$ cat src/rtl/vga_pkg.sv
// -----------------------------------------------------------------------------
// vga_pkg
//   Shared timing constants for the 800x600@60 Hz (40 MHz pixel clock) mode.
//   It also holds the output field bundle type and the test-pattern colour
//   table.
//   Timing names: HOR_* describes the horizontal axis and VER_* the vertical
//   axis. *_SYNC_START and *_SYNC_END together give the half-open interval
//   in which the sync pulse is asserted.
// -----------------------------------------------------------------------------
package vga_pkg;

  localparam int unsigned CNT_W = 11;

  // Horizontal timing (pixel clocks)
  localparam int unsigned HOR_PIXELS      = 800;
  localparam int unsigned HOR_FRONT_PORCH = 40;
  localparam int unsigned HOR_SYNC_LEN    = 128;
  localparam int unsigned HOR_BACK_PORCH  = 88;
  localparam int unsigned HOR_TOTAL       = HOR_PIXELS + HOR_FRONT_PORCH
                                          + HOR_SYNC_LEN + HOR_BACK_PORCH;
  localparam int unsigned HOR_SYNC_START  = HOR_PIXELS + HOR_FRONT_PORCH;
  localparam int unsigned HOR_SYNC_END    = HOR_SYNC_START + HOR_SYNC_LEN;
  localparam logic        HOR_SYNC_POL    = 1'b1;

  // Vertical timing (lines)
  localparam int unsigned VER_PIXELS      = 600;
  localparam int unsigned VER_FRONT_PORCH = 1;
  localparam int unsigned VER_SYNC_LEN    = 4;
  localparam int unsigned VER_BACK_PORCH  = 23;
  localparam int unsigned VER_TOTAL       = VER_PIXELS + VER_FRONT_PORCH
                                          + VER_SYNC_LEN + VER_BACK_PORCH;
  localparam int unsigned VER_SYNC_START  = VER_PIXELS + VER_FRONT_PORCH;
  localparam int unsigned VER_SYNC_END    = VER_SYNC_START + VER_SYNC_LEN;
  localparam logic        VER_SYNC_POL    = 1'b1;

  // Test pattern: eight equal-width vertical colour bars, left to right
  localparam int unsigned NUM_BARS = 8;

  typedef logic [11:0] rgb_t;

  localparam rgb_t BAR_COLOURS [0:NUM_BARS-1] = '{
    12'hFFF,  // white
    12'hFF0,  // yellow
    12'h0FF,  // cyan
    12'h0F0,  // green
    12'hF0F,  // magenta
    12'hF00,  // red
    12'h00F,  // blue
    12'h000   // black
  };

  // Timing fields that travel together through the output register
  typedef struct packed {
    logic [CNT_W-1:0] hcount;
    logic [CNT_W-1:0] vcount;
    logic             hsync;
    logic             vsync;
    logic             hblnk;
    logic             vblnk;
  } timing_t;

endpackage : vga_pkg

$ cat src/rtl/vga_if.sv
// -----------------------------------------------------------------------------
// vga_if
//   Pixel-stream bundle that is passed along the draw chain. The source drives
//   the bundle through the 'out' modport, and each stage in the chain reads it
//   through the 'in' modport.
//   Fields: hcount[10:0], vcount[10:0], hsync, vsync, hblnk, vblnk, rgb[11:0]
// -----------------------------------------------------------------------------
interface vga_if;

  logic [10:0] hcount;
  logic [10:0] vcount;
  logic        hsync;
  logic        vsync;
  logic        hblnk;
  logic        vblnk;
  logic [11:0] rgb;

  modport out (
    output hcount, vcount, hsync, vsync, hblnk, vblnk, rgb
  );

  modport in (
    input  hcount, vcount, hsync, vsync, hblnk, vblnk, rgb
  );

endinterface : vga_if

$ cat src/rtl/vga_axis_counter.sv
// -----------------------------------------------------------------------------
// vga_axis_counter
//   Generic wrap-around counter for one display axis. The counter holds its
//   value while 'en' is low. When 'en' is high it counts 0..TOTAL-1 and then
//   returns to 0.
//   It also decodes the *next* counter value, so that a downstream register
//   stage can present every field of the same pixel in the same cycle.
//
//   Parameters: TOTAL, ACTIVE, SYNC_START, SYNC_END
//     The sync window is the half-open interval [SYNC_START, SYNC_END).
//   Ports:
//     clk       in   clock
//     rst       in   asynchronous, active-high reset
//     en        in   advance the counter by one this cycle
//     cnt_nxt   out  counter value after the coming edge
//     wrap      out  counter is at TOTAL-1 and en is high (next value is 0)
//     blnk_nxt  out  cnt_nxt >= ACTIVE
//     sync_nxt  out  cnt_nxt lies in the sync window (active-high; the top
//                    level applies the polarity)
// -----------------------------------------------------------------------------
module vga_axis_counter
  import vga_pkg::*;
#(
  parameter int unsigned TOTAL      = HOR_TOTAL,
  parameter int unsigned ACTIVE     = HOR_PIXELS,
  parameter int unsigned SYNC_START = HOR_SYNC_START,
  parameter int unsigned SYNC_END   = HOR_SYNC_END
) (
  input  logic             clk,
  input  logic             rst,
  input  logic             en,
  output logic [CNT_W-1:0] cnt_nxt,
  output logic             wrap,
  output logic             blnk_nxt,
  output logic             sync_nxt
);

  localparam logic [CNT_W-1:0] CNT_LAST   = CNT_W'(TOTAL - 1);
  localparam logic [CNT_W-1:0] CNT_ACTIVE = CNT_W'(ACTIVE);
  localparam logic [CNT_W-1:0] CNT_SYNC_S = CNT_W'(SYNC_START);
  localparam logic [CNT_W-1:0] CNT_SYNC_E = CNT_W'(SYNC_END);

  logic [CNT_W-1:0] cnt_q;
  logic [CNT_W-1:0] cnt_d;

  // NOTE: every output of this block gets a value before any branch, so
  // that no path leaves a signal unassigned and a latch cannot be inferred.
  always_comb begin
    wrap  = en && (cnt_q == CNT_LAST);
    cnt_d = cnt_q;
    if (wrap) begin
      cnt_d = '0;
    end else if (en) begin
      cnt_d = cnt_q + CNT_W'(1);
    end
    cnt_nxt  = cnt_d;
    blnk_nxt = (cnt_d >= CNT_ACTIVE);
    sync_nxt = (cnt_d >= CNT_SYNC_S) && (cnt_d < CNT_SYNC_E);
  end

  // NOTE: state is written with non-blocking assignments, so that every flop
  // samples the pre-edge values and the order of the statements does not
  // matter. The flop is cleared asynchronously, so a clock is not needed to
  // reach a known state.
  always_ff @(posedge clk or posedge rst) begin
    if (rst) begin
      cnt_q <= '0;
    end else begin
      cnt_q <= cnt_d;
    end
  end

endmodule : vga_axis_counter

$ cat src/rtl/vga_timing_gen.sv
// -----------------------------------------------------------------------------
// vga_timing_gen
//   Source end of the vga_if pixel stream for 800x600@60 Hz (40 MHz).
//   It generates hcount/vcount, hsync/vsync and hblnk/vblnk. It also generates
//   one-cycle line_start and frame_start strobes, which step the game logic
//   and the animation.
//   Every output is one register stage deep and is decoded from the next
//   counter value, so all fields describe the same pixel in the same cycle.
//
//   Optional feature (macro VGA_TEST_PATTERN_EN):
//     defined   - rgb shows 8 vertical colour bars across the active area,
//                 and rgb is 0 in blanking
//     undefined - rgb is tied to 12'h000 and no bar logic is built
//
//   Ports:
//     clk          in   pixel clock, 40 MHz
//     rst          in   asynchronous, active-high reset
//     vga_out      vga_if.out  hcount, vcount, hsync, vsync, hblnk, vblnk, rgb
//     frame_start  out  one-cycle pulse while the outputs show (0,0)
//     line_start   out  one-cycle pulse while the outputs show hcount==0
// -----------------------------------------------------------------------------
module vga_timing_gen
  import vga_pkg::*;
#(
  parameter int unsigned H_ACTIVE  = HOR_PIXELS,
  parameter int unsigned H_FP      = HOR_FRONT_PORCH,
  parameter int unsigned H_SYNC    = HOR_SYNC_LEN,
  parameter int unsigned H_BP      = HOR_BACK_PORCH,
  parameter int unsigned V_ACTIVE  = VER_PIXELS,
  parameter int unsigned V_FP      = VER_FRONT_PORCH,
  parameter int unsigned V_SYNC    = VER_SYNC_LEN,
  parameter int unsigned V_BP      = VER_BACK_PORCH,
  parameter logic        HSYNC_POL = HOR_SYNC_POL,
  parameter logic        VSYNC_POL = VER_SYNC_POL
) (
  input  logic      clk,
  input  logic      rst,
  vga_if.out        vga_out,
  output logic      frame_start,
  output logic      line_start
);

  localparam int unsigned H_TOTAL = H_ACTIVE + H_FP + H_SYNC + H_BP;
  localparam int unsigned V_TOTAL = V_ACTIVE + V_FP + V_SYNC + V_BP;

  localparam timing_t TIMING_RST = '{
    hcount: '0,
    vcount: '0,
    hsync:  ~HSYNC_POL,
    vsync:  ~VSYNC_POL,
    hblnk:  1'b0,
    vblnk:  1'b0
  };

  logic [CNT_W-1:0] h_cnt_nxt;
  logic [CNT_W-1:0] v_cnt_nxt;
  logic             h_wrap;
  logic             v_wrap;
  logic             h_blnk_nxt;
  logic             v_blnk_nxt;
  logic             h_sync_nxt;
  logic             v_sync_nxt;

  timing_t timing_q;
  timing_t timing_d;
  logic    line_start_q;
  logic    line_start_d;
  logic    frame_start_q;
  logic    frame_start_d;

  vga_axis_counter #(
    .TOTAL      (H_TOTAL),
    .ACTIVE     (H_ACTIVE),
    .SYNC_START (H_ACTIVE + H_FP),
    .SYNC_END   (H_ACTIVE + H_FP + H_SYNC)
  ) u_h_cnt (
    .clk      (clk),
    .rst      (rst),
    .en       (1'b1),
    .cnt_nxt  (h_cnt_nxt),
    .wrap     (h_wrap),
    .blnk_nxt (h_blnk_nxt),
    .sync_nxt (h_sync_nxt)
  );

  // The vertical counter advances only on the horizontal wrap. As a result,
  // vsync and vblnk change together with hcount==0 of the new line.
  vga_axis_counter #(
    .TOTAL      (V_TOTAL),
    .ACTIVE     (V_ACTIVE),
    .SYNC_START (V_ACTIVE + V_FP),
    .SYNC_END   (V_ACTIVE + V_FP + V_SYNC)
  ) u_v_cnt (
    .clk      (clk),
    .rst      (rst),
    .en       (h_wrap),
    .cnt_nxt  (v_cnt_nxt),
    .wrap     (v_wrap),
    .blnk_nxt (v_blnk_nxt),
    .sync_nxt (v_sync_nxt)
  );

  // h_wrap means the next pixel is hcount==0. v_wrap can only fire together
  // with h_wrap, so it means the next pixel is (0,0).
  always_comb begin
    timing_d        = TIMING_RST;
    timing_d.hcount = h_cnt_nxt;
    timing_d.vcount = v_cnt_nxt;
    timing_d.hblnk  = h_blnk_nxt;
    timing_d.vblnk  = v_blnk_nxt;
    timing_d.hsync  = h_sync_nxt ? HSYNC_POL : ~HSYNC_POL;
    timing_d.vsync  = v_sync_nxt ? VSYNC_POL : ~VSYNC_POL;
    line_start_d    = h_wrap;
    frame_start_d   = v_wrap;
  end

  always_ff @(posedge clk or posedge rst) begin
    if (rst) begin
      timing_q      <= TIMING_RST;
      line_start_q  <= 1'b0;
      frame_start_q <= 1'b0;
    end else begin
      timing_q      <= timing_d;
      line_start_q  <= line_start_d;
      frame_start_q <= frame_start_d;
    end
  end

`ifdef VGA_TEST_PATTERN_EN
  // The bar index follows the horizontal counter through a 3-bit bar counter
  // and a 7-bit sub-counter, so no divider is needed. bar_q/sub_q describe
  // the pixel that the horizontal counter currently holds. The _d values
  // describe h_cnt_nxt, which keeps rgb aligned with the other fields.
  localparam int unsigned BAR_W    = H_ACTIVE / NUM_BARS;
  localparam logic [6:0]  SUB_LAST = 7'(BAR_W - 1);

  logic [2:0] bar_q;
  logic [2:0] bar_d;
  logic [6:0] sub_q;
  logic [6:0] sub_d;
  rgb_t       rgb_q;
  rgb_t       rgb_d;

  always_comb begin
    bar_d = bar_q;
    sub_d = sub_q;
    if (h_wrap) begin
      bar_d = '0;
      sub_d = '0;
    end else if (sub_q == SUB_LAST) begin
      bar_d = bar_q + 3'd1;
      sub_d = '0;
    end else begin
      sub_d = sub_q + 7'd1;
    end
    // In horizontal blanking the bar counter runs on freely. Its value there
    // has no meaning, because rgb is forced to 0 throughout blanking.
    rgb_d = (h_blnk_nxt || v_blnk_nxt) ? rgb_t'(12'h000) : BAR_COLOURS[bar_d];
  end

  always_ff @(posedge clk or posedge rst) begin
    if (rst) begin
      bar_q <= '0;
      sub_q <= '0;
      rgb_q <= '0;
    end else begin
      bar_q <= bar_d;
      sub_q <= sub_d;
      rgb_q <= rgb_d;
    end
  end

  assign vga_out.rgb = rgb_q;
`else
  assign vga_out.rgb = 12'h000;
`endif

  assign vga_out.hcount = timing_q.hcount;
  assign vga_out.vcount = timing_q.vcount;
  assign vga_out.hsync  = timing_q.hsync;
  assign vga_out.vsync  = timing_q.vsync;
  assign vga_out.hblnk  = timing_q.hblnk;
  assign vga_out.vblnk  = timing_q.vblnk;
  assign line_start     = line_start_q;
  assign frame_start    = frame_start_q;

endmodule : vga_timing_gen

$ cat src/flat_wrapper.sv
// flat-port wrapper written by rule: the top's interface ports become plain ports
module vga_timing_gen_flat import vga_pkg::*;
#(
  parameter int unsigned H_ACTIVE  = HOR_PIXELS,
  parameter int unsigned H_FP      = HOR_FRONT_PORCH,
  parameter int unsigned H_SYNC    = HOR_SYNC_LEN,
  parameter int unsigned H_BP      = HOR_BACK_PORCH,
  parameter int unsigned V_ACTIVE  = VER_PIXELS,
  parameter int unsigned V_FP      = VER_FRONT_PORCH,
  parameter int unsigned V_SYNC    = VER_SYNC_LEN,
  parameter int unsigned V_BP      = VER_BACK_PORCH,
  parameter logic        HSYNC_POL = HOR_SYNC_POL,
  parameter logic        VSYNC_POL = VER_SYNC_POL
)
  (clk, rst, frame_start, line_start, vga_out_hcount, vga_out_vcount, vga_out_hsync, vga_out_vsync, vga_out_hblnk, vga_out_vblnk, vga_out_rgb);
  vga_if vga_out_i ();
  input  logic clk;
  input  logic rst;
  output logic frame_start;
  output logic line_start;
  output wire logic [$bits(vga_out_i.hcount)-1:0] vga_out_hcount;
  output wire logic [$bits(vga_out_i.vcount)-1:0] vga_out_vcount;
  output wire logic [$bits(vga_out_i.hsync)-1:0] vga_out_hsync;
  output wire logic [$bits(vga_out_i.vsync)-1:0] vga_out_vsync;
  output wire logic [$bits(vga_out_i.hblnk)-1:0] vga_out_hblnk;
  output wire logic [$bits(vga_out_i.vblnk)-1:0] vga_out_vblnk;
  output wire logic [$bits(vga_out_i.rgb)-1:0] vga_out_rgb;
  assign vga_out_hcount = vga_out_i.hcount;
  assign vga_out_vcount = vga_out_i.vcount;
  assign vga_out_hsync = vga_out_i.hsync;
  assign vga_out_vsync = vga_out_i.vsync;
  assign vga_out_hblnk = vga_out_i.hblnk;
  assign vga_out_vblnk = vga_out_i.vblnk;
  assign vga_out_rgb = vga_out_i.rgb;
  vga_timing_gen #(.H_ACTIVE(H_ACTIVE), .H_FP(H_FP), .H_SYNC(H_SYNC), .H_BP(H_BP), .V_ACTIVE(V_ACTIVE), .V_FP(V_FP), .V_SYNC(V_SYNC), .V_BP(V_BP), .HSYNC_POL(HSYNC_POL), .VSYNC_POL(VSYNC_POL)) u_core (.clk(clk), .rst(rst), .vga_out(vga_out_i), .frame_start(frame_start), .line_start(line_start));
endmodule
$ cat config.mk
export PLATFORM = sky130hd
export DESIGN_NAME = vga_timing_gen_flat
export DESIGN_NICKNAME = d
export VERILOG_FILES = /design/src/rtl/vga_pkg.sv /design/src/rtl/vga_if.sv /design/src/rtl/vga_axis_counter.sv /design/src/rtl/vga_timing_gen.sv /design/src/flat_wrapper.sv
export SDC_FILE = /design/constraint.sdc
export NUM_CORES = 1
export LEC_CHECK = 0
export BUFFER_PORTS_ARGS = -buffer_cell sky130_fd_sc_hd__buf_2
export CAP_MARGIN = 20
export CORE_MARGIN = 1.5
export CORE_UTILIZATION = 54
export CTS_CLUSTER_DIAMETER = 200
export DETAILED_ROUTE_END_ITERATION = 7
export PLACE_DENSITY = 0.8
export RECOVER_POWER = 100
export SLEW_MARGIN = 20
export SYNTH_ARGS = -nofsm -noshare
export SYNTH_HDL_FRONTEND = slang
export SYNTH_SLANG_ARGS = --single-unit
$ cat constraint.sdc
create_clock -name clk -period 3.66 [get_ports clk]
set_input_delay 0.366 -clock clk [delete_from_list [all_inputs] [get_ports clk]]
set_output_delay 0.366 -clock clk [all_outputs]
set_load 0.01 [all_outputs]
## After elaboration in Yosys (flattened, before gate mapping)

Index checks and enable logic that the tools add are counted.

- Add/sub/neg operators: 2
- Magnitude comparators: 6
- Eq/ne operators: 2
- Mux-type cells: 5
- Reductions and logical operators: 3

Operator list:

| cell | count |
|---|---|
| $ge 11x10->1 const B | 4 |
| $mux 11 | 3 |
| $add 11x1->11 const B | 2 |
| $lt 11x10->1 const B | 2 |
| $eq 11x10->1 const B | 1 |
| $eq 11x11->1 const B | 1 |
| $logic_and 1x1->1 | 3 |
| $mux 1 | 2 |

- Register bits: 28
- Input bits: 2
- Output and inout bits: 40
- Logic and storage cells: 26

## Longest topological paths before layout

Gate-level depths: netlist of run 1.

- Word-level depth: 6
- Mapped depth: 10
- Depth with buffers taken out: 8

## Modules after synthesis

From an unflattened synthesis of run 1, not the netlist that was laid out.

- Cells, all modules: 197
- Area, all modules: 2267.2 um2

Modules (own cells, without submodules):

| module | times used | cells each | area each (um2) | seq. area each (um2) |
|---|---|---|---|---|
| vga_timing_gen | 1 | 43 | 802.0 | 700.7 |
| vga_axis_counter (u_core.u_v_cnt) | 1 | 80 | 740.7 | 275.3 |
| vga_axis_counter (u_core.u_h_cnt) | 1 | 74 | 724.4 | 275.3 |

## Least setup slack after synthesis of run 1

Ideal clock, no wire load.

- Path kind: reg2reg
- Start: register, netlist name u_core.vga_out.vcount[0]
- End: register u_core.timing_q, in the netlist u_core.vga_out.vsync
- Library setup time: 0.087 ns
- Arrival time: 2.244 ns
- Data required time: 3.573 ns
- Path slack: 1.329 ns
- Cell stages (with the launch flop): 10
- Buffers on the path: 2
- Period minus slack after synthesis: 2.331 ns
- Cell sequence: dfrtp_1 ha_1 buf_2 nand3_2 or2_1 clkbuf_1 nor4_2 xor2_1 or3b_1 a211oi_2

RTL lines:

| element | line | source |
|---|---|---|
| end signal: assignment | vga_timing_gen.sv:123 | `timing_q <= timing_d;` |
| end: declaration | vga_timing_gen.sv:64 | `timing_t timing_q;` |

==> results.txt, run 1 <==
outcome: completed
Hold Crit Class: in2async
P&R area growth vs syn: 1.45%
Max-Cap Viols: 0
Remaining DRCs: 0
nature of the critical path startpoint: flop
Slew HR: 29.7%
IO Count: 42
clk_lat worst skew: 330 ps
CTS tree: built
syn avg cell area: 9.28 sq um
Lkg Pwr: 0.758 nW
layout net count: 217
share of post-route cells with drive strength above 1: 6.13%
post-CTS resize count: 0
Die ar.: 3710 sq um
crit share post-route: 81.0%
post-route insts no fill: 256
share of the synthesized area in the top cell type: 38.7%
Worst Tran Pin Value: 1050 ps
GRT Residual Overflow: 0
DR pass1 iterations: 4
Final Skew: 6.13 ps
largest net degree at the start of global routing: 29
root buffer cell: clkbuf_4
Peak supply drop: 0.185 mV
total setup buffers inserted after CTS: 0
Synth area leader: dfrtp_1
RSZ-0062 raised after global routing: false
Std-Cell Core Area: 3130 sq um
Ant. Diodes: 0
WL per Instance: 13.7 microns
DP Area: 1870 sq um
Post-synth EDFFs: 0
total global-route track usage: 20.7%
Finish-stage setup viols: 0
hpwl dp: 2450 microns
setup TNS: 0 ps
Seq/Total Area, Yosys: 38.7%
Worst EP required: 3910 ps
Chip Width: 60.9 microns
Synth Warn #: 0
dpl cells: 252
critical path type: reg2reg
Initial Util: 57.8%
drt first-iter violations: 42
critical path peak fanout: 20
count of pins over their slew limit: 0
I/O Buffers: 29
final antenna-violating net count: 0
P per Cell Area: 260 nW/um^2
Placer Congestion: 0.824
Crit. End Element: flop
clk sinks: 28
Hold Buf Count CTS: 0
Clock transition at path regs: 160 ps
Final Hold Viols: 0
async set or reset register ratio after synthesis: 100%
drt via density: 5.63
Synth Cell Area: 1810 sq um
synth top area cells: dfrtp_1, buf_4, xnor2_1, o21ai_0, nand2_1
top_reg_cell synth: dfrtp_1
initial antenna violation count: 0
min Tclk post-route: 2960 ps
htree depth: 1
routed wire length: 3500 microns
Arrival @ worst endpoint: 3220 ps
first-pass GRT wire length: 5820 microns
Fillers: 299
Clock Path Buffers: 2
Fmax: 337 MHz
number of CTS-inserted buffers: 3
Mapped Cells: 195
Die Height: 60.9 microns
Seq cells post-synth: 28
final core utilization: 58.7%
vias in the first global route: 1262
Post-Layout Inst Area: 1840 sq um
vias: 1440
Synth cell types: 51
row cnt: 20
[power breakdown]
group / leakage, nW / internal, W / total (W) / switching (W)
clock network: 0.0210 / 0.0000609 / 0.000156 / 0.0000953
registers: 0.377 / 0.000310 / 0.000310 / 0
logic: 0.360 / 0.000000424 / 0.0000118 / 0.0000114
[kinds of logic after synthesis]
family / Yosys count / synth area share, %
compound gates: 44 / 16.1
simple gates: 70 / 23.9
fa+ha+maj: 2 / 1.38
buf+inv: 33 / 11.3
xor+xnor: 16 / 7.75
other cells: 1 / 0.207
flops: 28 / 38.7
mux: 1 / 0.622
[cell type report]
type / count / area (sq um) / area share [%]
Multi-Input combinational cell: 145 / 911 / 49.6
Inverter: 6 / 22.5 / 1.23
Sequential cell: 28 / 701 / 38.2
Clock buffer: 4 / 36.3 / 1.98
Timing Repair Buffer: 29 / 110 / 6.00
Tap cell: 44 / 55.1 / 3.00
[per-layer routing]
layer | vias up | GRT usage [%] | routed length (microns)
li1 | 704 | - | -
met1 | 680 | 30.6 | 1760
met2 | 50 | 31.2 | 1510
met3 | 6 | 2.56 | 185
met4 | 0 | 7.76 | 47
met5 | - | 0 | 0
[state kept, by name, summed over array words and instances, names as in the netlist]
register,cells
u_core.vga_out.hblnk,1
u_core.vga_out.vsync,1
u_core.line_start,1
u_core.vga_out.hsync,1
u_core.frame_start,1
u_core.vga_out.hcount,11
u_core.vga_out.vblnk,1
u_core.vga_out.vcount,11
[cell usage after synthesis (2+ instances only)]
master,count
a31oi_1,4
nand3_2,2
nand3_1,7
or3_1,3
nand4_1,4
nor3_4,2
nand2b_1,2
a22oi_1,2
xnor2_1,11
nor2_1,10
inv_1,5
buf_4,13
a21oi_1,7
xor2_1,5
o21ai_1,2
clkbuf_1,3
a21o_1,2
o31ai_1,3
nand3b_1,2
and3_1,5
o211ai_1,2
and4_1,2
ha_1,2
and2_1,2
nand2_1,12
buf_2,8
a211oi_1,3
o21ai_0,12
buf_6,3
dfrtp_1,28
nor2b_1,2
nor3_1,6
[critical path: stages, from the launching register on]
cell and delay, ps:
dfrtp_1 410, ha_1 250, and4_1 360, nand3_1 560, nor4_1 530, xor2_1 180, or3b_1 380, a211oi_1 230
[metrics by stage]
stage / hold WS (ps) / power, W / worst slack [ps]
finish: 261 / 0.000478 / 696
global route: 341 / 0.000494 / 449
CTS: 296 / 0.000481 / 1010
detailed placement: 476 / 0.000327 / 1060
global placement: 459 / 0.000327 / 1150
floorplan: 431 / 0.000335 / 1330
[worst paths after layout]
| kind | from | to | slack, ps | depth (start not counted) |
|---|---|---|---|---|
| max | u_core.vga_out.hcount[0]$_DFF_PP0_ | u_core.vga_out.vsync$_DFF_PP0_ | 700 | 7 |
| min | rst | u_core.vga_out.vcount[3]$_DFF_PP0_ | 260 | 2 |
| min reg2reg | u_core.vga_out.hcount[0]$_DFF_PP0_ | u_core.vga_out.hcount[0]$_DFF_PP0_ | 490 | 1 |
| min in group clk | u_core.vga_out.hcount[0]$_DFF_PP0_ | u_core.vga_out.hcount[0]$_DFF_PP0_ | 490 | 1 |
| max in group asynchronous | rst | u_core.vga_out.vcount[9]$_DFF_PP0_ | 2770 | 2 |
| max reg2reg | u_core.vga_out.hcount[0]$_DFF_PP0_ | u_core.vga_out.vsync$_DFF_PP0_ | 700 | 7 |
[cells in the final DEF, fill, tap and decap left out, types with 2 or more instances in the layout]
cell / n
a31oi_1: 4
conb_1: 12
nand2b_1: 2
xor2_1: 5
o31ai_1: 3
a22oi_1: 2
nand3_1: 8
ha_1: 2
clkbuf_1: 28
nand3b_1: 2
a211oi_1: 4
clkbuf_4: 3
or3_1: 3
o211ai_1: 2
o21ai_0: 12
nor2_1: 10
and4_1: 2
xnor2_1: 11
inv_1: 5
and3_1: 5
nor3_1: 7
o21ai_1: 2
a21oi_1: 7
nand2_1: 12
dfrtp_1: 28
nor2b_1: 2
a21o_1: 2
nand4_1: 4
No activity file was read; power rests on OpenSTA's default activity.
==> inputs of run 2 (changes only) <==
--- a/config.mk
+++ b/config.mk
@@ -8,10 +8,10 @@
 export BUFFER_PORTS_ARGS = -buffer_cell sky130_fd_sc_hd__buf_2
 export CAP_MARGIN = 20
 export CORE_MARGIN = 1.5
-export CORE_UTILIZATION = 54
+export CORE_UTILIZATION = 48
 export CTS_CLUSTER_DIAMETER = 200
 export DETAILED_ROUTE_END_ITERATION = 7
-export PLACE_DENSITY = 0.8
+export PLACE_DENSITY = 0.75
 export RECOVER_POWER = 100
 export SLEW_MARGIN = 20
 export SYNTH_ARGS = -nofsm -noshare
==> constraint.sdc (replaced) <==
create_clock -name clk -period 2.6 [get_ports clk]
set_input_delay 0.26 -clock clk [delete_from_list [all_inputs] [get_ports clk]]
set_output_delay 0.26 -clock clk [all_outputs]
set_load 0.01 [all_outputs]
==> run 2 against run 1 <==
Critical path depth increased by 1. Power increased by 67%. Utilization down 5.2 points. Clock skew fell by 4.7 ps. Register-to-register slack got worse by 510 ps. Fmax is 23% higher. Combinational power grew 43%. Sequential power is 40% higher. Sequential share of layout area fell by 2.1 points. Count of clock-buffer cells in the layout down 1. Worst setup slack lost 510 ps. Critical path type unchanged.
==> results.txt, run 2 (synthesized netlist as in run 1, its figures left out) <==
outcome: completed (unchanged)
Finish-stage setup viols: 0 (unchanged)
WL per Instance: 14.0 microns (was 13.7 microns)
DR pass1 iterations: 4 (unchanged)
first-pass GRT wire length: 6030 microns (was 5820 microns)
Fillers: 371 (was 299)
drt via density: 5.38 (was 5.63)
Clock Path Buffers: 2 (unchanged)
most common library cell in the layout ignoring fill and taps: clkbuf_1
Fmax: 415 MHz (was 337 MHz)
Crit. End Element: flop (unchanged)
root buffer cell: clkbuf_8 (was clkbuf_4)
largest net degree at the start of global routing: 29 (unchanged)
Hold Crit Class: in2async (unchanged)
GRT Residual Overflow: 0 (unchanged)
vias in the first global route: 1268 (was 1262)
Die Height: 64.4 microns (was 60.9 microns)
P per Cell Area: 412 nW/um^2 (was 260 nW/um^2)
P&R area growth vs syn: 7.33% (was 1.45%)
setup TNS: 0 ps (unchanged)
initial antenna violation count: 0 (unchanged)
count of pins over their slew limit: 0 (unchanged)
IO Count: 42 (unchanged)
final antenna-violating net count: 0 (unchanged)
number of CTS-inserted buffers: 3 (unchanged)
R2R depth: 8 (was 7)
crit share post-route: 92.8% (was 81.0%)
Remaining DRCs: 0 (unchanged)
Crit path max-delay family: simple AND/OR/NAND/NOR gates (unchanged)
share of post-route cells with drive strength above 1: 10.5% (was 6.13%)
Placer Congestion: 0.849 (was 0.824)
nature of the critical path startpoint: flop (unchanged)
Max-Cap Viols: 0 (unchanged)
Crit Reg-Reg Startpoint: u_core.vga_out.hcount[0]$_DFF_PP0_ (unchanged)
Peak supply drop: 0.274 mV (was 0.185 mV)
Clock transition at path regs: 100 ps (was 160 ps)
Slew HR: 2.76% (was 29.7%)
slowest stage delay, CP: 400 ps (was 560 ps)
Worst Tran Pin Value: 1460 ps (was 1050 ps)
Lkg Pwr: 0.804 nW (was 0.758 nW)
row cnt: 22 (was 20)
Die ar.: 4150 sq um (was 3710 sq um)
Final Hold Viols: 0 (unchanged)
Worst EP required: 2800 ps (was 3910 ps)
CP Cell Sequence: ha_1 > and4_1 > buf_4 > nand4_1 > mux2_2 > o22ai_1 > or3b_1 > a211oi_2 (was ha_1 > and4_1 > nand3_1 > nor4_1 > xor2_1 > or3b_1 > a211oi_1)
critical path peak fanout: 7 (was 20)
clk_lat worst skew: 270 ps (was 330 ps)
R2R setup slack: 190 ps (was 700 ps)
Ant. Diodes: 0 (unchanged)
reg2reg end: u_core.vga_out.vsync$_DFF_PP0_ (unchanged)
drt first-iter violations: 111 (was 42)
routed wire length: 3740 microns (was 3500 microns)
I/O Buffers: 29 (unchanged)
hpwl dp: 2540 microns (was 2450 microns)
CTS tree: built (unchanged)
clk sinks: 28 (unchanged)
Initial Util: 49.8% (was 57.8%)
Final Skew: 1.45 ps (was 6.13 ps)
Buf+Inv Stages, Crit Path: 1 (was 0)
final core utilization: 53.4% (was 58.7%)
Std-Cell Core Area: 3630 sq um (was 3130 sq um)
vias: 1443 (was 1440)
min Tclk post-route: 2410 ps (was 2960 ps)
CP max stage cell: dfrtp_1 (was nand3_1)
total global-route track usage: 18.5% (was 20.7%)
critical path type: reg2reg (unchanged)
RSZ-0062 raised after global routing: false (unchanged)
commonest cells after routing, fill and taps aside: clkbuf_1, dfrtp_1, nand2_1, o21ai_0, conb_1 (unchanged)
Arrival @ worst endpoint: 2610 ps (was 3220 ps)
layout net count: 225 (was 217)
Chip Width: 64.4 microns (was 60.9 microns)
htree depth: 1 (unchanged)
## run 2: cell types whose count changed in the layout (fill, tap and decap cells not counted), sizes merged
cell,change
buf,+7
bufinv,+1
## run 2: where the power goes
part	total (W)	internal, W	switching [W]
Combinational	0.0000169	0.000000909	0.0000160
Clock	0.000348	0.000206	0.000142
Sequential	0.000435	0.000435	0
Total	0.000800	0.000642	0.000158
## run 2: cell type report
class | count | area [sq um] | area share (%)
multi-input combinational | 145 | 926 | 47.7
sequential | 28 | 701 | 36.1
timing repair buffer | 37 | 161 | 8.31
tap | 48 | 60.1 | 3.09
clock buffer | 3 | 41.3 | 2.13
clock inverter | 1 | 30.0 | 1.55
inverter | 6 | 22.5 | 1.16
## run 2: per-stage QoR
| step | setup slack (ps) | hold WS, ps | area [sq um] | power (W) | instances |
|---|---|---|---|---|---|
| 4_1_cts | 199 | 36.8 | 2000 | 0.000810 | 268 |
| 2_1_floorplan | 269 | 325 | 1850 | 0.000471 | 206 |
| 6_report | 188 | 460 | 1940 | 0.000800 | 268 |
| 3_5_place_dp | 243 | 344 | 1930 | 0.000462 | 264 |
| 5_1_grt | 55.6 | 508 | 1940 | 0.000840 | 268 |
| 3_3_place_gp | 320 | 345 | 1930 | 0.000462 | 264 |
## run 2: repair_timing
action,4_1_cts,5_1_grt
endpoints found under the setup margin,0,2
hold buffers,0,0
setup buffers,0,0
resized for setup,0,1
## run 2: per-layer routing
metal  wire (microns)  GRT usage, %  vias to the layer above
met5                0             0                        -
met4               26          5.85                        0
met3              198          2.11                        2
met2             1780          29.0                       53
met1             1740          26.7                      670
li1                 -             -                      718
## run 2: tightest hold or removal path: stages
cell and delay [ps]:
buf_2 90, inv_1 40, clkbuf_1 1050
## run 2: worst max path at each step
stage	to	from	cells after the start	slack, ps
global placement	u_core.vga_out.vsync$_DFF_PP0_	u_core.vga_out.vcount[1]$_DFF_PP0_	7	320
detailed placement	u_core.vga_out.vsync$_DFF_PP0_	u_core.vga_out.vcount[1]$_DFF_PP0_	7	240
floorplan	u_core.vga_out.vsync$_DFF_PP0_	u_core.vga_out.vcount[0]$_DFF_PP0_	9	270
finish	u_core.vga_out.vsync$_DFF_PP0_	u_core.vga_out.hcount[0]$_DFF_PP0_	8	190
global route	u_core.vga_out.vsync$_DFF_PP0_	u_core.vga_out.hcount[0]$_DFF_PP0_	8	60
CTS	u_core.vga_out.vsync$_DFF_PP0_	u_core.vga_out.vcount[1]$_DFF_PP0_	7	200
==> inputs of run 3 (changes only) <==
--- a/config.mk
+++ b/config.mk
@@ -8,10 +8,10 @@
 export BUFFER_PORTS_ARGS = -buffer_cell sky130_fd_sc_hd__buf_2
 export CAP_MARGIN = 20
 export CORE_MARGIN = 1.5
-export CORE_UTILIZATION = 48
+export CORE_UTILIZATION = 54
 export CTS_CLUSTER_DIAMETER = 200
 export DETAILED_ROUTE_END_ITERATION = 7
-export PLACE_DENSITY = 0.75
+export PLACE_DENSITY = 0.8
 export RECOVER_POWER = 100
 export SLEW_MARGIN = 20
 export SYNTH_ARGS = -nofsm -noshare
==> constraint.sdc (replaced) <==
create_clock -name clk -period 2.28 [get_ports clk]
set_input_delay 0.228 -clock clk [delete_from_list [all_inputs] [get_ports clk]]
set_output_delay 0.228 -clock clk [all_outputs]
set_load 0.01 [all_outputs]
==> run 3 against run 2 <==
Critical path depth fell by 1. Sequential power up 14%. Fmax is 9.5% higher. Clock skew up 2.8 ps. Wire length up 2.6%. Clock power down 32%. Combinational power rose by 22%. Critical path type unchanged. Critical endpoint unchanged. Largest power group unchanged.
==> results.txt, run 3 (synthesized netlist as in run 1, its figures left out) <==
most common library cell in the layout ignoring fill and taps: clkbuf_1 (unchanged)
P&R area growth vs syn: 12.4% (was 7.33%)
WL met1: 1730 microns (was 1740 microns)
first-pass GRT wire length: 6180 microns (was 6030 microns)
Fillers: 284 (was 371)
CTS tree: built (unchanged)
Std-Cell Core Area: 3130 sq um (was 3630 sq um)
drt via density: 5.52 (was 5.38)
htree depth: 1 (unchanged)
crit share post-route: 96.6% (was 92.8%)
count of pins over their slew limit: 0 (unchanged)
clk sinks: 28 (unchanged)
Worst EP required: 2520 ps (was 2800 ps)
Remaining DRCs: 0 (unchanged)
DP Area: 2050 sq um (was 1930 sq um)
multi-input logic area: 945 sq um (was 926 sq um)
routed wire length: 3840 microns (was 3740 microns)
row cnt: 20 (was 22)
critical path type: reg2reg (unchanged)
commonest cells after routing, fill and taps aside: clkbuf_1, dfrtp_1, buf_2 (was clkbuf_1, dfrtp_1, nand2_1, o21ai_0, conb_1)
nature of the critical path startpoint: flop (unchanged)
met2 WL: 1830 microns (was 1780 microns)
drt first-iter violations: 85 (was 111)
Clock Path Buffers: 2 (unchanged)
Placer Congestion: 0.909 (was 0.849)
setup TNS: 0 ps (unchanged)
Hold Crit Class: reg2reg (was in2async)
Clock transition at path regs: 140 ps (was 100 ps)
met3 wire length: 246 microns (was 198 microns)
Chip Width: 60.9 microns (was 64.4 microns)
Final Skew: 4.23 ps (was 1.45 ps)
Post-Layout Inst Area: 2030 sq um (was 1940 sq um)
clk_lat worst skew: 320 ps (was 270 ps)
hpwl dp: 2910 microns (was 2540 microns)
min Tclk post-route: 2200 ps (was 2410 ps)
Max-Cap Viols: 0 (unchanged)
share of post-route cells with drive strength above 1: 18.9% (was 10.5%)
I/O Buffers: 29 (unchanged)
Ant. Diodes: 0 (unchanged)
Arrival @ worst endpoint: 2450 ps (was 2610 ps)
Final Hold Viols: 0 (unchanged)
vias in the first global route: 1347 (was 1268)
P per Cell Area: 371 nW/um^2 (was 412 nW/um^2)
Finish-stage setup viols: 0 (unchanged)
top sig layer: met4 (unchanged)
Die Height: 60.9 microns (was 64.4 microns)
Worst Tran Pin Value: 1450 ps (was 1460 ps)
post-CTS resize count: 0 (unchanged)
Lkg Pwr: 0.902 nW (was 0.804 nW)
Die ar.: 3710 sq um (was 4150 sq um)
IO Count: 42 (unchanged)
number of CTS-inserted buffers: 3 (unchanged)
Reg area: 703 sq um (was 701 sq um)
GRT Residual Overflow: 0 (unchanged)
Slew HR: 3.59% (was 2.76%)
RSZ-0062 raised after global routing: false (unchanged)
critical path peak fanout: 10 (was 7)
vias: 1556 (was 1443)
largest net degree at the start of global routing: 29 (unchanged)
DR pass1 iterations: 4 (unchanged)
outcome: completed (unchanged)
Fmax: 454 MHz (was 415 MHz)
Peak supply drop: 0.281 mV (was 0.274 mV)
layout net count: 243 (was 225)
final antenna-violating net count: 0 (unchanged)
total global-route track usage: 22.5% (was 18.5%)
initial antenna violation count: 0 (unchanged)
root buffer cell: clkbuf_4 (was clkbuf_8)
WL per Instance: 13.6 microns (was 14.0 microns)
Initial Util: 57.8% (was 49.8%)
Crit. End Element: flop (unchanged)
## run 3: cell types whose count changed in the layout (fill, tap and decap cells not counted), sizes merged
cell         delta
dlygate4sd3     +1
bufinv          -1
buf            +18
## run 3: power breakdown
part	switching, W	leakage, nW	total, W	internal, W
registers	0	0.374	0.000497	0.000497
clock network	0.000139	0.0210	0.000237	0.0000978
logic	0.0000185	0.508	0.0000206	0.00000215
total	0.000157	0.902	0.000754	0.000597
## run 3: timing repair
action / 4_1_cts / 5_1_grt
setup buffers: 0 / 1
endpoints found under the setup margin: 0 / 2
hold buffers: 1 / 0
endpoints found under the hold margin: 28 / 0
## run 3: final timing paths
check | startpoint | slack, ps | to | depth (start not counted)
max reg2reg | u_core.vga_out.vcount[0]$_DFF_PP0_ | 80 | u_core.vga_out.vsync$_DFF_PP0_ | 7
min reg2reg | u_core.vga_out.hcount[1]$_DFF_PP0_ | 530 | u_core.vga_out.hcount[1]$_DFF_PP0_ | 1
min in group asynchronous | rst | 910 | u_core.vga_out.hcount[7]$_DFF_PP0_ | 4
max | u_core.vga_out.vcount[0]$_DFF_PP0_ | 80 | u_core.vga_out.vsync$_DFF_PP0_ | 7
min | u_core.vga_out.hcount[1]$_DFF_PP0_ | 530 | u_core.vga_out.hcount[1]$_DFF_PP0_ | 1
max in group asynchronous | rst | 430 | u_core.vga_out.vcount[0]$_DFF_PP0_ | 4
## run 3: per-layer routing
metal / track usage (%) / up-vias
met1: 31.6 / 740
met3: 4.48 / 6
li1: - / 754
met2: 36.1 / 56
met5: 0 / -
met4: 5.59 / 0
## run 3: area by class of cell
| cell class | instances | area share [%] |
|---|---|---|
| timing repair buffer | 55 | 13.4 |
| multi-input combinational | 145 | 46.4 |
| sequential | 28 | 34.6 |
| clock buffer | 4 | 1.78 |
| inverter | 6 | 1.11 |
| tap | 44 | 2.71 |
## run 3: worst max-delay path, stage by stage, from the launching register on
cell,delay (ps)
dfrtp_2,470
ha_1,210
nand3_2,90
or2_1,320
nor4_2,270
xor2_1,120
or3b_1,400
a211oi_2,240
## run 3: per-stage QoR
step                total power [W]  cells  utilization [%]  hold WS [ps]  setup slack [ps]
floorplan                  0.000537    206                -           293              28.0
global placement           0.000527    276             65.6           304               175
detailed placement         0.000527    276             65.6           306               123
CTS                        0.000770    281             67.0           469              86.9
global route               0.000793    282             65.0           583              5.76
finish                     0.000754    282             65.0           528              77.2
